$ cat src/rtl/iterative_divider.sv
// Multi-cycle restoring integer divider, one quotient bit per clock.
// Handles signed/unsigned operands, divide-by-zero and abort.
module iterative_divider #(
    parameter int WIDTH = 32,
    parameter int CW    = $clog2(WIDTH + 1)
) (
    input  logic             CLK,
    input  logic             RST,
    input  logic             start,
    input  logic             is_signed,
    input  logic             abort,
    input  logic [WIDTH-1:0] a,
    input  logic [WIDTH-1:0] b,
    output logic [WIDTH-1:0] q,
    output logic [WIDTH-1:0] r,
    output logic             busy,
    output logic             ready,
    output logic             div_by_zero,
    output logic [CW-1:0]    count
);

    typedef enum logic [1:0] {
        IDLE,
        RUN,
        DONE
    } state_t;

    state_t state, state_next;

    logic [WIDTH-1:0] rem;
    logic [WIDTH-1:0] dvd;
    logic [WIDTH-1:0] dvs;
    logic             q_neg;
    logic             r_neg;

    logic             a_neg, b_neg;
    logic [WIDTH-1:0] a_mag, b_mag;
    logic [WIDTH:0]   shifted, trial;
    logic             fits;
    logic [WIDTH-1:0] rem_step, dvd_step;
    logic [WIDTH-1:0] q_final, r_final;
    logic             last_iter;

    always_ff @(posedge CLK or posedge RST) begin
        if (RST) begin
            state <= IDLE;
        end else begin
            state <= state_next;
        end
    end

    assign last_iter = (count == CW'(1));

    always_comb begin
        state_next = state;
        case (state)
            IDLE: begin
                if (start) begin
                    state_next = (b == '0) ? DONE : RUN;
                end
            end
            RUN: begin
                if (abort) begin
                    state_next = IDLE;
                end else if (last_iter) begin
                    state_next = DONE;
                end
            end
            DONE:    state_next = IDLE;
            default: state_next = IDLE;
        endcase
    end

    // The trial subtraction is one bit wider so its MSB acts as the borrow.
    always_comb begin
        a_neg    = is_signed & a[WIDTH-1];
        b_neg    = is_signed & b[WIDTH-1];
        a_mag    = a_neg ? -a : a;
        b_mag    = b_neg ? -b : b;
        shifted  = {rem, dvd[WIDTH-1]};
        trial    = shifted - {1'b0, dvs};
        fits     = ~trial[WIDTH];
        rem_step = fits ? trial[WIDTH-1:0] : shifted[WIDTH-1:0];
        dvd_step = {dvd[WIDTH-2:0], fits};
        q_final  = q_neg ? -dvd_step : dvd_step;
        r_final  = r_neg ? -rem_step : rem_step;
    end

    always_ff @(posedge CLK or posedge RST) begin
        if (RST) begin
            rem         <= '0;
            dvd         <= '0;
            dvs         <= '0;
            q_neg       <= 1'b0;
            r_neg       <= 1'b0;
            count       <= '0;
            q           <= '0;
            r           <= '0;
            div_by_zero <= 1'b0;
        end else begin
            case (state)
                IDLE: begin
                    if (start) begin
                        if (b != '0) begin
                            rem   <= '0;
                            dvd   <= a_mag;
                            dvs   <= b_mag;
                            q_neg <= a_neg ^ b_neg;
                            r_neg <= a_neg;
                            count <= CW'(WIDTH);
                        end else begin
                            q           <= '1;
                            r           <= a;
                            div_by_zero <= 1'b1;
                        end
                    end
                end
                RUN: begin
                    if (abort) begin
                        count <= '0;
                    end else begin
                        rem   <= rem_step;
                        dvd   <= dvd_step;
                        count <= count - CW'(1);
                        if (last_iter) begin
                            q           <= q_final;
                            r           <= r_final;
                            div_by_zero <= 1'b0;
                        end
                    end
                end
                default: ;
            endcase
        end
    end

    assign busy  = (state == RUN);
    assign ready = (state == DONE);

endmodule

$ cat config.mk
export PLATFORM = sky130hd
export DESIGN_NAME = iterative_divider
export DESIGN_NICKNAME = d
export VERILOG_FILES = /design/src/rtl/iterative_divider.sv
export SDC_FILE = /design/constraint.sdc
export NUM_CORES = 1
export LEC_CHECK = 0
export CAP_MARGIN = 20
export CORE_MARGIN = 1
export CORE_UTILIZATION = 40
export DETAILED_ROUTE_END_ITERATION = 8
export GPL_TIMING_DRIVEN = 0
export HOLD_SLACK_MARGIN = 0.1
export SLEW_MARGIN = 30
export SYNTH_ARGS = -nofsm -noshare
export SYNTH_HDL_FRONTEND = slang
export SYNTH_SLANG_ARGS = --single-unit
$ cat constraint.sdc
create_clock -name CLK -period 7.3 [get_ports CLK]
set_input_delay 0.73 -clock CLK [delete_from_list [all_inputs] [get_ports CLK]]
set_output_delay 0.73 -clock CLK [all_outputs]
set_load 0.005 [all_outputs]
==> impl_results.rst <==
.. list-table::
   :header-rows: 1

   * - Metric
     - Value
   * - Run status
     - finished, final reports clean
   * - Vias in the first global route
     - 12400
   * - Largest net degree at the start of global routing
     - 79
   * - Core Area
     - around 0.032 sq mm
   * - Startpoint class of the critical path
     - flop
   * - Total number of vias
     - between 10000 and 15000
   * - Max Root-Sink Buffers
     - 2
   * - Layout cells sized above 1
     - under 10%
   * - Final Hold Vio Count
     - 0
   * - Max Slew Vio Count
     - 0
   * - Number of nets in the layout
     - roughly 1900
   * - Biggest area consumer among synthesized cells
     - dfrtp_1
   * - First-pass GRT wire length
     - roughly 72000 um
   * - I/O pin total
     - between 100 and 150
   * - Final weighted congestion of routability-driven global placement
     - 0.929
   * - Average routed wire per standard cell
     - 21.1 um
   * - Number of distinct library cell variants in the gate-level netlist after synthesis
     - just under 100
   * - Final Worst Setup Slack
     - between 1 and 1.5 ns
   * - Worst Path Arrival
     - around 6.6 ns
   * - Max Fclk
     - ~0.16 GHz
   * - Worst vdd rail ir drop
     - ~0.00016 V
   * - Floorplan row count
     - 65
   * - Number of buffers inserted during clock tree synthesis
     - 17
   * - Pre-CTS worst setup slack
     - 1.05 ns
   * - Post-layout instance area
     - about 0.015 sq mm
   * - Placed Instance Area
     - 0.0149 sq mm
   * - Top area cells in the synthesized netlist
     - dfrtp_1 (33%), a21oi_1 (6.9%), o21ai_0 (5.8%)
   * - Overall routing resource usage
     - between 20% and 30%
   * - Synthesized area divided by synthesized cell count
     - 8.00 sq um
   * - Leak pwr
     - roughly 0.0063 uW
   * - Root buffer cell
     - clkbuf_16
   * - Hold-fix buffer count after cts
     - 0
   * - Leftover overflow at the end of global routing
     - 0
   * - Clk_skew
     - 0.0157 ns
   * - Sequential fraction of the synthesis area
     - between 30% and 40%
   * - Post-synth EDFFs
     - 0
   * - Area enclosed by the die boundary
     - approximately 0.033 sq mm
   * - Resize count post-CTS
     - 0
   * - Detailed-route vias per instance
     - just under 6
   * - Most common library cell in the layout ignoring fill and taps
     - nand2_1
   * - Power per standard cell area
     - about 330 mW/mm^2
   * - Antenna-violating nets left
     - 0
   * - Async SR Flop Fraction
     - 100%
   * - Sinks on Clock Net
     - around 170
   * - Initial Utilization
     - between 40% and 50%
   * - Maximum level of the CTS H-tree
     - 4
   * - Clock-pin transition on the worst setup and hold timing paths
     - 0.08 ns
   * - Hold Worst Slack
     - around 0.48 ns
   * - Slew at the pin with the worst max-slew slack
     - between 0.7 and 0.8 ns
   * - Minimum period implied by the final worst setup slack
     - ~6.3 ns
   * - Maximum fanout along the worst path
     - 10
   * - Post CTS Setup Buffer Count
     - 0
   * - Final routed wirelength across all metal layers
     - 46300 um
   * - Number of warnings issued by yosys
     - 0
   * - Synthesized instance count
     - between 1500 and 2000
   * - Clock latency at the later pin of the worst-skew pair
     - 0.45 ns
   * - Pre-Repair DR Iteration Count
     - 6
   * - TritonCTS clock tree
     - done
   * - Crit path kind
     - reg -> reg
   * - Proportion of netlist area held by the largest area contributor
     - roughly a third
   * - Capturing element type of the critical path
     - flop
   * - RSZ-0062 raised after global routing
     - no
   * - Most frequent cells in the layout
     - nand2_1 (192), nor2_1 (185), a21oi_1 (179)
   * - Dpl hpwl
     - 36800 um
   * - Number of max-capacitance violations reported
     - 0
   * - Worst min path class
     - reg -> reg
   * - Total of flip-flops plus latches after synthesis
     - about 170
   * - Final number of setup-violating endpoints
     - 0
   * - Post-synthesis net count
     - 1725
   * - Worst rel slew slack
     - between 40% and 50%
   * - DIE WIDTH
     - between 150 and 200 um
   * - Number of antenna violations at the first check in global routing
     - 1
   * - Detailed-route DRC error count
     - 0
   * - Overall die height
     - around 180 um
   * - Iter 0 DRT Violations
     - roughly 1000
   * - Synth Flop Type
     - dfrtp_1
   * - Number of I/O port buffers
     - roughly 140
   * - Signed area change from the synthesized netlist to the final layout
     - 19.9%
   * - Synthesized cell area
     - 0.0129 sq mm
   * - Post-route clock period utilization
     - a little under nine tenths
   * - Required time reported for the critical path endpoint
     - ~7.6 ns
   * - ANT cells
     - 0
==> worst paths after layout <==
path | from | end | slack [ns] | cells after the start
setup / recovery | dvs[0] | r[28] | 1.00 | 23
min in group asynchronous | RST | rem[1] | 0.66 | 2
setup reg to reg | dvs[0] | r[28] | 1.00 | 23
hold reg to reg | dvs[31] | dvs[31] | 0.48 | 2
max in group asynchronous | RST | rem[15] | 5.61 | 4
hold / removal | dvs[31] | dvs[31] | 0.48 | 2
==> synth_stat cells, types with 15 or more instances <==
master    instances
xnor2_1          46
a21oi_1         179
nand2b_1         16
dfrtp_1         171
mux2i_1          28
nor3_1           19
clkbuf_1         47
nor4_1           18
xor2_1           82
or3_1            23
a31oi_1          40
buf_2            33
o21ai_0         151
nand2_1         192
nor2_1          186
nand3_1          19
o31ai_1          23
ha_1             38
o21ai_1          15
inv_1            54
==> stage by stage <==
stage	instances	total power (uW)	setup TNS (ns)	utilization (%)
2_1_floorplan	1617	3070	0	-
3_3_place_gp	2160	4060	-121.95	46.8
3_5_place_dp	2162	4100	0	47.0
4_1_cts	2194	5030	0	48.9
5_1_grt	2194	5390	0	48.9
6_report	2194	5050	0	48.9
==> routing by layer <==
metal,up-vias,wire [um],global-route usage [%],share of wire [%]
met5,-,0,0,0
met4,0,1470,10.6,3.2
met3,88,3080,4.05,6.7
met2,488,21100,45.5,46
met1,6239,20600,38.7,44
li1,6115,-,-,-
==> registers in the layout (all words and copies together), names as in the netlist <==
signal,cells
dvd,32
dvs,32
q,32
r,32
rem,32
count,6
state,2
div_by_zero,1
q_neg,1
r_neg,1
==> critical path, stage by stage (launching register included) <==
cell and delay (ns):
dfrtp_1 0.47, ha_1 0.22, inv_1 0.06, fa_1 0.43, a211oi_4 0.38, o21ai_4 0.16
o21ai_2 0.30, a21oi_2 0.13, mux2_4 0.31, and2_4 0.16, buf_6 0.16, buf_6 0.18
buf_2 0.30, mux2i_1 0.41, ha_1 0.31, nand2_1 0.07, o31ai_1 0.37, nand3b_1 0.23
nor4_1 0.47, a211oi_1 0.21, nand3b_1 0.23, o31ai_1 0.33, xnor2_1 0.16, o22ai_1 0.09
==> where the power goes <==
| part | total, uW | internal (uW) | leakage, uW | switching (uW) |
|---|---|---|---|---|
| logic | 2520 | 1060 | 0.00387 | 1460 |
| clock network | 929 | 459 | 0.000282 | 470 |
| registers | 1600 | 1290 | 0.00216 | 309 |
==> area by class of cell <==
class                      count  area, sq um
fill                        3170        16200
multi-input combinational   1293         7980
sequential                   171         4280
timing repair buffer         143         1470
tap                          402          503
buffer                        96          463
clock buffer                  18          429
inverter                      57          221
clock inverter                14          154
==> logic make-up after synthesis <==
kind of cell | Yosys count | synth area share (%)
AOI/OAI and AO/OA | 524 | 25.2
xor gates and xnor gates | 129 | 8.80
adders and majority gates | 39 | 3.83
buffers and inverters | 153 | 5.23
DFF | 171 | 33.1
muxes | 37 | 3.15
and+or+nand+nor | 564 | 20.6
Note: power is estimated with default switching activity, not from simulation.
